===== config.mk =====
export PLATFORM = sky130hd
export DESIGN_NAME = ysyx_24110015_exu_muldiv
export DESIGN_NICKNAME = d
export VERILOG_FILES = /design/src/rtl/ysyx_24110015_exu_pkg.sv /design/src/rtl/ysyx_24110015_div_step.sv /design/src/rtl/ysyx_24110015_exu_muldiv.sv
export SDC_FILE = /design/constraint.sdc
export NUM_CORES = 1
export LEC_CHECK = 0
export ABC_CLOCK_PERIOD_IN_PS = 16800
export BUFFER_PORTS_ARGS = -buffer_cell sky130_fd_sc_hd__buf_2
export CAP_MARGIN = 40
export CORE_MARGIN = 5
export CORE_UTILIZATION = 35
export DETAILED_ROUTE_END_ITERATION = 6
export GPL_TIMING_DRIVEN = 0
export PLACE_DENSITY_LB_ADDON = 0.25
export REMOVE_ABC_BUFFERS = 1
export SLEW_MARGIN = 20
export SYNTH_ARGS = -nofsm -noshare
export SYNTH_HDL_FRONTEND = slang
export SYNTH_SLANG_ARGS = --single-unit

===== constraint.sdc =====
create_clock -name clk -period 16.8 [get_ports clk]
set_clock_uncertainty 0.1 [all_clocks]
set_input_delay 3.36 -clock clk [delete_from_list [all_inputs] [get_ports clk]]
set_output_delay 3.36 -clock clk [all_outputs]
set_load 0.02 [all_outputs]

===== src/rtl/ysyx_24110015_exu_pkg.sv =====
// Shared definitions for the M-extension execution unit: op encodings, FSM states and the
// signed-minimum helper.
package ysyx_24110015_exu_pkg;

    localparam logic [2:0] OP_MUL    = 3'b000;
    localparam logic [2:0] OP_MULH   = 3'b001;
    localparam logic [2:0] OP_MULHSU = 3'b010;
    localparam logic [2:0] OP_MULHU  = 3'b011;
    localparam logic [2:0] OP_DIV    = 3'b100;
    localparam logic [2:0] OP_DIVU   = 3'b101;
    localparam logic [2:0] OP_REM    = 3'b110;
    localparam logic [2:0] OP_REMU   = 3'b111;

    typedef enum logic [1:0] {IDLE, MUL, DIV, DONE} muldiv_state_e;

    // Most negative signed value of an xlen-bit word, zero-extended to 64 bits.
    function automatic logic [63:0] int_min(input int unsigned xlen);
        return 64'd1 << (xlen - 1);
    endfunction

endpackage


===== src/rtl/ysyx_24110015_div_step.sv =====
// Combinational restoring-division slice: retires STEP_BITS quotient bits per call.
module ysyx_24110015_div_step #(
    parameter int unsigned XLEN      = 32,
    parameter int unsigned STEP_BITS = 1
) (
    input  logic [XLEN-1:0]      rem_in,
    input  logic [STEP_BITS-1:0] dvd_bits,
    input  logic [XLEN-1:0]      divisor,
    output logic [XLEN-1:0]      rem_out,
    output logic [STEP_BITS-1:0] q_bits
);

    logic [XLEN:0]   trial;
    logic [XLEN-1:0] r;

    always_comb begin
        trial  = '0;
        r      = rem_in;
        q_bits = '0;
        for (int i = int'(STEP_BITS) - 1; i >= 0; i--) begin
            trial = {r, dvd_bits[i]};
            if (trial >= {1'b0, divisor}) begin
                trial     = trial - {1'b0, divisor};
                q_bits[i] = 1'b1;
            end
            // After a successful subtract the remainder is below the divisor, so it fits XLEN.
            r = trial[XLEN-1:0];
        end
        rem_out = r;
    end

endmodule


===== src/rtl/ysyx_24110015_exu_muldiv.sv =====
// Multi-cycle RV32M multiply/divide unit with valid/ready handshakes on both sides.
// Define YSYX_24110015_FAST_MUL_EN to replace the iterative multiplier with a single-cycle one.
module ysyx_24110015_exu_muldiv
    import ysyx_24110015_exu_pkg::*;
#(
    parameter int unsigned XLEN      = 32,
    parameter int unsigned STEP_BITS = 1
) (
    input  logic            clk,
    input  logic            rst,
    input  logic            in_valid,
    output logic            in_ready,
    input  logic [2:0]      op,
    input  logic [XLEN-1:0] src1,
    input  logic [XLEN-1:0] src2,
    input  logic [4:0]      rd_i,
    input  logic            flush,
    output logic            out_valid,
    input  logic            out_ready,
    output logic [XLEN-1:0] result,
    output logic [4:0]      rd_o,
    output logic            busy
);

    localparam int unsigned ITER = XLEN / STEP_BITS;
    localparam int unsigned CW   = $clog2(ITER + 1);
    localparam logic [CW-1:0] LAST = CW'(ITER - 1);
    localparam logic [63:0] INT_MIN_W = int_min(XLEN);
    localparam logic [XLEN-1:0] INT_MIN = INT_MIN_W[XLEN-1:0];

    muldiv_state_e     state_q, state_d;
    logic [CW-1:0]     cnt_q, cnt_d;
    logic [2:0]        op_q, op_d;
    logic [XLEN-1:0]   opnd_q, opnd_d;
    logic [2*XLEN-1:0] acc_q, acc_d;
    logic              neg_q, neg_d;
    logic              neg_rem_q, neg_rem_d;
    logic [4:0]        rd_q, rd_d;
    logic [XLEN-1:0]   result_q, result_d;
    logic              out_valid_q, out_valid_d;

    // Operand conditioning on the request side
    logic            sgn1, sgn2, s1neg, s2neg, div_zero, div_ovf;
    logic [XLEN-1:0] mag1, mag2, spec_res;

    always_comb begin
        sgn1     = (op == OP_MULH) || (op == OP_MULHSU) || (op == OP_DIV) || (op == OP_REM);
        sgn2     = (op == OP_MULH) || (op == OP_DIV) || (op == OP_REM);
        s1neg    = sgn1 && src1[XLEN-1];
        s2neg    = sgn2 && src2[XLEN-1];
        mag1     = s1neg ? -src1 : src1;
        mag2     = s2neg ? -src2 : src2;
        div_zero = (src2 == '0);
        div_ovf  = !op[0] && (src1 == INT_MIN) && (src2 == '1);
        if (div_zero) spec_res = op[1] ? src1 : '1;
        else          spec_res = op[1] ? '0 : src1;
    end

`ifdef YSYX_24110015_FAST_MUL_EN
    logic [2*XLEN-1:0] fast_raw, fast_prod;
    logic [XLEN-1:0]   fast_res;

    always_comb begin
        fast_raw  = {{XLEN{1'b0}}, mag1} * {{XLEN{1'b0}}, mag2};
        fast_prod = (s1neg ^ s2neg) ? -fast_raw : fast_raw;
        fast_res  = (op == OP_MUL) ? fast_prod[XLEN-1:0] : fast_prod[2*XLEN-1:XLEN];
    end
`endif

    // Shift-add: acc = {partial product, remaining multiplier bits}
    logic [XLEN+STEP_BITS-1:0]   mul_sum;
    logic [2*XLEN+STEP_BITS-1:0] mul_wide;
    logic [2*XLEN-1:0]           mul_next;

    always_comb begin
        mul_sum  = {{STEP_BITS{1'b0}}, acc_q[2*XLEN-1:XLEN]}
                 + {{STEP_BITS{1'b0}}, opnd_q} * {{XLEN{1'b0}}, acc_q[STEP_BITS-1:0]};
        mul_wide = {mul_sum, acc_q[XLEN-1:0]} >> STEP_BITS;
        mul_next = mul_wide[2*XLEN-1:0];
    end

    // Restoring division: acc = {partial remainder, dividend bits shifting into quotient}
    logic [XLEN-1:0]      step_rem;
    logic [STEP_BITS-1:0] step_q;
    logic [XLEN-1:0]      div_lo;
    logic [2*XLEN-1:0]    div_next;

    ysyx_24110015_div_step #(
        .XLEN      (XLEN),
        .STEP_BITS (STEP_BITS)
    ) u_div_step (
        .rem_in   (acc_q[2*XLEN-1:XLEN]),
        .dvd_bits (acc_q[XLEN-1 -: STEP_BITS]),
        .divisor  (opnd_q),
        .rem_out  (step_rem),
        .q_bits   (step_q)
    );

    always_comb begin
        div_lo                = acc_q[XLEN-1:0] << STEP_BITS;
        div_lo[STEP_BITS-1:0] = step_q;
        div_next              = {step_rem, div_lo};
    end

    // Sign fixup applied as the last iteration lands in DONE
    logic [2*XLEN-1:0] prod_fix;
    logic [XLEN-1:0]   quo_fix, rem_fix, fix_res;

    always_comb begin
        prod_fix = neg_q ? -mul_next : mul_next;
        quo_fix  = neg_q ? -div_next[XLEN-1:0] : div_next[XLEN-1:0];
        rem_fix  = neg_rem_q ? -div_next[2*XLEN-1:XLEN] : div_next[2*XLEN-1:XLEN];
        unique case (op_q)
            OP_MUL:                       fix_res = prod_fix[XLEN-1:0];
            OP_MULH, OP_MULHSU, OP_MULHU: fix_res = prod_fix[2*XLEN-1:XLEN];
            OP_DIV, OP_DIVU:              fix_res = quo_fix;
            default:                      fix_res = rem_fix;
        endcase
    end

    assign in_ready = (state_q == IDLE) && !rst;

    always_comb begin
        state_d     = state_q;
        cnt_d       = cnt_q;
        op_d        = op_q;
        opnd_d      = opnd_q;
        acc_d       = acc_q;
        neg_d       = neg_q;
        neg_rem_d   = neg_rem_q;
        rd_d        = rd_q;
        result_d    = result_q;
        out_valid_d = out_valid_q;

        unique case (state_q)
            IDLE: begin
                if (in_valid && in_ready) begin
                    op_d      = op;
                    rd_d      = rd_i;
                    neg_d     = s1neg ^ s2neg;
                    neg_rem_d = s1neg;
                    cnt_d     = '0;
                    if (op[2]) begin
                        if (div_zero || div_ovf) begin
                            result_d    = spec_res;
                            out_valid_d = 1'b1;
                            state_d     = DONE;
                        end else begin
                            opnd_d  = mag2;
                            acc_d   = {{XLEN{1'b0}}, mag1};
                            state_d = DIV;
                        end
                    end else begin
`ifdef YSYX_24110015_FAST_MUL_EN
                        result_d    = fast_res;
                        out_valid_d = 1'b1;
                        state_d     = DONE;
`else
                        opnd_d  = mag1;
                        acc_d   = {{XLEN{1'b0}}, mag2};
                        state_d = MUL;
`endif
                    end
                end
            end
            MUL, DIV: begin
                acc_d = (state_q == MUL) ? mul_next : div_next;
                cnt_d = cnt_q + 1'b1;
                if (cnt_q == LAST) begin
                    cnt_d       = '0;
                    result_d    = fix_res;
                    out_valid_d = 1'b1;
                    state_d     = DONE;
                end
            end
            DONE: begin
                if (out_ready) begin
                    out_valid_d = 1'b0;
                    state_d     = IDLE;
                end
            end
            default: state_d = IDLE;
        endcase

        if (flush) begin
            state_d     = IDLE;
            out_valid_d = 1'b0;
            cnt_d       = '0;
        end
    end

    always_ff @(posedge clk) begin
        if (rst) begin
            state_q     <= IDLE;
            cnt_q       <= '0;
            op_q        <= OP_MUL;
            opnd_q      <= '0;
            acc_q       <= '0;
            neg_q       <= 1'b0;
            neg_rem_q   <= 1'b0;
            rd_q        <= '0;
            result_q    <= '0;
            out_valid_q <= 1'b0;
        end else begin
            state_q     <= state_d;
            cnt_q       <= cnt_d;
            op_q        <= op_d;
            opnd_q      <= opnd_d;
            acc_q       <= acc_d;
            neg_q       <= neg_d;
            neg_rem_q   <= neg_rem_d;
            rd_q        <= rd_d;
            result_q    <= result_d;
            out_valid_q <= out_valid_d;
        end
    end

    assign out_valid = out_valid_q;
    assign result    = result_q;
    assign rd_o      = rd_q;
    assign busy      = (state_q != IDLE);

endmodule


# Yosys cells after proc, flatten, opt, wreduce, memory -nomap -nowiden
# Index checks and enable logic that the tools add are counted.
[word_totals]
regBits = 147
input_bits = 77
output_inout_bits = 40
word_cells = 111
[op_classes]
n_addsub = 8
multipliers = 1
magnitude_cmp = 1
n_eq_ne = 22
n_mux = 38
n_bitwise = 1
reduce_logical = 30
[op_table]
columns = ["cell", "count"]
rows = [
  ["32-bit two-way mux", 14],
  ["64-bit two-way mux", 5],
  ["32-bit negator", 4],
  ["64-bit case mux with 2 select lines", 1],
  ["32-bit case mux with 3 select lines", 1],
  ["32-bit == test (second input constant)", 2],
  ["64-bit negator", 1],
  ["32-bit case mux with 2 select lines", 1],
  ["32-bit by 33-bit adder with 33-bit output", 1],
  ["33-bit by 32-bit greater-or-equal comparator with 1-bit output", 1],
  ["32-bit by 1-bit multiplier with 33-bit output", 1],
  ["32-bit logical NOT", 1],
  ["32-bit subtractor", 1],
  ["3-bit == test (second input constant)", 4],
  ["6-bit two-way mux", 2],
  ["6-bit case mux with 2 select lines", 1],
  ["5-bit AND reduction", 2],
  ["3-bit by 2-bit == test with 1-bit output (second input constant)", 3],
  ["3-bit AND reduction", 3],
  ["2-bit two-way mux", 4],
  ["2-bit != test (second input constant)", 4],
  ["1-bit two-way mux", 7],
  ["6-bit by 1-bit adder with 6-bit output (second input constant)", 1],
  ["3-bit by 1-bit == test with 1-bit output (second input constant)", 2],
  ["other kinds (17)", 34],
]

# Longest topological paths before layout
[logic_depth]
ltp_word = 10
depth_mapped = 26
depth_no_buf = 21

# Cells and area by module
# Synthesis repeated with hierarchy kept, for this count alone.
[unflattened]
cells_unflattened = 2403
hier_area_um2 = 17245.3
[by_module_without_submodules]
columns = ["module", "n_inst", "cells_each", "area_per_inst_um2", "seq_area_each_um2"]
rows = [
  ["ysyx_24110015_exu_muldiv", 1, 2080, 14914.3, 2942.8],
  ["ysyx_24110015_div_step", 1, 323, 2331.0, 0.0],
]

# Least setup slack after synthesis
# OpenSTA, ideal clock, no wires.
[synth_timing]
path_kind = "input port to output port"
startpoint = "input rst"
endpoint = "output in_ready"
arrival_ps = 3845
t_required_ps = 13340
path_slack_ps = 9495
path_stages = 2
n_path_buf = 1
cell_sequence = "clkbuf_1 -> nor2_1"
[synth_via]
elab_chain_len = 2
[synth_rtl]
columns = ["element", "line", "text"]
rows = [
  ["from (decl)", "ysyx_24110015_exu_muldiv.sv:10", "input logic rst,"],
  ["1-bit logical NOT", "ysyx_24110015_exu_muldiv.sv:121", "assign in_ready = (state_q == IDLE) && !rst;"],
  ["1-bit logical AND", "ysyx_24110015_exu_muldiv.sv:121", ""],
  ["to (decl)", "ysyx_24110015_exu_muldiv.sv:12", "output logic in_ready,"],
]
# No other way between the ends.

# Final worst setup path
[layout_timing]
startpoint = "input src2[8]"
endpoint = "register result_q[15] (netlist: result[15])"
[layout_via]
elab_chain_len = 6
elab_cells_between_ends = 11
classes_between = "eq/ne: 2; mux: 5; reduce/logical: 4"
[layout_rtl]
columns = ["element", "line", "text"]
rows = [
  ["from (decl)", "ysyx_24110015_exu_muldiv.sv:15", "input logic [XLEN-1:0] src2,"],
  ["32-bit logical NOT", "ysyx_24110015_exu_muldiv.sv:53", "div_zero = (src2 == '0);"],
  ["32-bit two-way mux", "ysyx_24110015_exu_muldiv.sv:55", "if (div_zero) spec_res = op[1] ? src1 : '1;"],
  ["32-bit two-way mux", "ysyx_24110015_exu_muldiv.sv:144", "if (div_zero || div_ovf) begin"],
  ["32-bit two-way mux", "ysyx_24110015_exu_muldiv.sv:143", "if (op[2]) begin"],
  ["32-bit two-way mux", "ysyx_24110015_exu_muldiv.sv:137", "if (in_valid && in_ready) begin"],
  ["32-bit case mux with 2 select lines", "ysyx_24110015_exu_muldiv.sv:135", "unique case (state_q)"],
  ["to (signal assigned)", "ysyx_24110015_exu_muldiv.sv:213", "result_q <= result_d;"],
  ["to (decl)", "ysyx_24110015_exu_muldiv.sv:39", "logic [XLEN-1:0] result_q, result_d;"],
]
# Parallel ways exist; a longest one is shown, timed or not. The select of a mux whose other input is x is not followed.
# A chain may end at the register's enable or synchronous reset.

==> results.tsv <==
metric	value	unit
wl_per_cell	21.65	µm
routabilityCongestion	0.9400	
synth.most_common_cell	nor2_1	
synth_edf_count	0	
clk_latency	460	ps
holdPathEnd	result[6]	
setup_viol	0	
drc	0	
final_hold_viol_count	0	
ctsHtreeMaxLevel	4	
power.density	74.23	mW/mm²
path_cells	buf_2, nor4_1, nand4b_1, or3_1, nor3_2, a41o_1, a41oi_1, or2_2, nor2_1, o221ai_1, a221oi_1, nor4_1	
fin_cells	3124	
status	finished, final reports clean	
cts-root-buf	clkbuf_16	
min_path_type	flip-flop to flip-flop	
worst_pin_slew	878.3	ps
cts.path.max_buffers	2	
rsz0062_at_grt	false	
min_path_cells	2	
areaGrowthSynthToFinish	10.57	%
power.total	1.412	mW
syn_area_per_cell	6.961	µm²
required	17010	ps
reg2reg_depth	20	
initial_utilization	0.3530	
timing.rr.end	result[14]	
p_sw	0.6151	mW
fp.dieArea	0.05370	mm²
clk_pin_slew_worst_paths	70	ps
ioPinCount	117	
r2r-start	acc_q[31]	
die_w	231.7	µm
wirelength	67630	µm
drive_gt1_frac	0.1085	
synth_cell_types	101	
post_cts_buffers	0	
antenna_found_initial	0	
cts_made_buffers	17	
postRouteAntennaNets	0	
swShare	0.4355	
p_leak	7.077	nW
min_period	7957	ps
insertedDiodeCount	0	
crit_path_top_delay_cell	nor3_2	
whs	355.2	ps
cts_hold_buf	0	
yosysTopAreaCell	dfxtp_1	
post_cts_resized	0	
synth.top_cell.area_share	0.1710	
ys_ff_latch	147	
yosys-top-cells-count	340 x nor2_1, 257 x nand2_1, 168 x o21ai_0	
dr.pass1.iters	6	
crit_path_frequent_cell	nor4_1	
num-nets-final	2602	
num_vias	18740	
power.combinational.fraction	0.425	
internal-power	0.7972	mW
reg2reg_slack	10150	ps
viasPerCell	5.998	
portBuffers	116	
peakVddDrop	0.06214	mV
p_clk_frac	0.286	
max_freq	125.7	MHz
placed_cells	3088	
end_kind	flip-flop	
p_seq_frac	0.289	
synth-main-ff-cell	dfxtp_1	
synthCells	2472	
cts_tree	yes	
hpwl	52290	µm
grt.total_usage	0.2424	
slowest_delay	710	ps
slew_headroom	0.4137	
grt_first_pass_wirelength	103900	µm
yosys_warnings	0	
worstSetupStartpointType	primary input	
ys_top_cells_by_area	dfxtp_1 17%, nor2_1 7.4%, nand2_1 5.6%, xor2_1 5.5%, ha_1 5.5%	
design.core.area	0.04875	mm²
cts_sinks	147	
async_flop_share	0	
slew_violations	0	
grt_pass1_vias	17610	
critical_path_class	primary input to flip-flop	
multiInputGateArea	0.01337	mm²
cp.arrival	8170	ps
fillers	5197	
syn-cell-area	0.01721	mm²
seq_area	0.002948	mm²
crit_fanout	28	
gr-total-overflow	0	
die_h	231.7	µm
dr.first_iter.drc_count	1478	
cap_viol_max_count	0	
hp-start	result[6]	
grt_max_degree	88	
rows	81	
yosysSeqAreaShare	0.1710	
finalCritPeriodShare	0.4737	
worst max path at each step:
stage | start | endpoint | slack [ps]
6_report | src2[8] | result[15] | 8840
3_3_place_gp | src2[8] | acc_q[56] | -1080
3_5_place_dp | src2[8] | result[23] | 8510
5_1_grt | src2[8] | result[23] | 8650
2_1_floorplan | src2[8] | acc_q[56] | 5640
4_1_cts | rst | in_ready | 8880
power groups by stage:
stage | clock network [mW] | registers (mW) | logic (mW)
after floorplan | 0 | 0.408 | 0.380
after global placement | 0 | 0.414 | 0.563
after detailed placement | 0 | 0.415 | 0.579
after CTS | 0.406 | 0.407 | 0.583
after global routing | 0.416 | 0.411 | 0.648
final | 0.403 | 0.408 | 0.601
metal layers:
| metal | vias up | global-route usage | share of wire |
|---|---|---|---|
| li1 | 8935 | - | - |
| met1 | 8968 | 0.3382 | 0.45 |
| met2 | 718 | 0.3851 | 0.45 |
| met3 | 117 | 0.02177 | 0.058 |
| met4 | 0 | 0.1004 | 0.038 |
| met5 | - | 0 | 0 |
critical path, delay by kind of cell:
family / cells / cell delay, ps
compound gates: 4 / 1390
simple gates: 7 / 3270
buf+inv: 1 / 130
logic make-up after synthesis:
kind of cell	synth area share
flip-flops	0.1710
multiplexers	0.03963
AND/OR/NAND/NOR	0.2635
buffers and inverters	0.05795
AO/OA/AOI/OAI	0.2853
adder cells (fa/ha/maj)	0.07272
XOR/XNOR	0.1099
flip-flops by register name, summed over array words and instances, names as in the netlist, 2 cells and up:
register	cells
opnd_q	32
rd_o	5
cnt_q	6
result	32
op_q	3
state_q	2
acc_q	64
per-stage QoR:
stage                     setup WS (ps)  cell area (µm²)  setup TNS, ps  utilization
final                              8843            19020              0       0.3903
after detailed placement           8508            18340              0       0.3763
after global placement            -1077            17870         -29480       0.3665
after CTS                          8885            18930              0       0.3884
after global routing               8650            19020              0       0.3903
after floorplan                    5644            16460              0            -
final cells by class:
class | count | share of cell area
clock inverter | 14 | 0.007432
multi-input combinational | 2076 | 0.7025
tap | 664 | 0.04367
inverter | 66 | 0.01309
sequential | 147 | 0.1549
clock buffer | 18 | 0.02368
timing repair buffer | 139 | 0.05465
cells in the final DEF (no fill, tap or decap), types with 13 or more instances in the layout:
master and instances:
a21o_1 22, xor2_1 109, a221oi_1 20, dfxtp_1 145, a21oi_1 159, buf_2 114
ha_1 74, nand2b_1 24, nor4_1 26, nand3_1 35, nand2_1 256, o31ai_1 37
nor3_1 105, inv_1 61, a31oi_1 18, or3_1 20, o221ai_1 20, nor2_1 337
mux2i_1 51, o21a_1 13, mux2_2 13, xnor2_1 105, clkbuf_16 18, a22oi_1 32
and2_1 17, maj3_1 26, a211oi_1 60, nand4_1 24, o211ai_1 39, o21ai_0 168
and3_1 15
No activity file was read; power rests on OpenSTA's default activity.
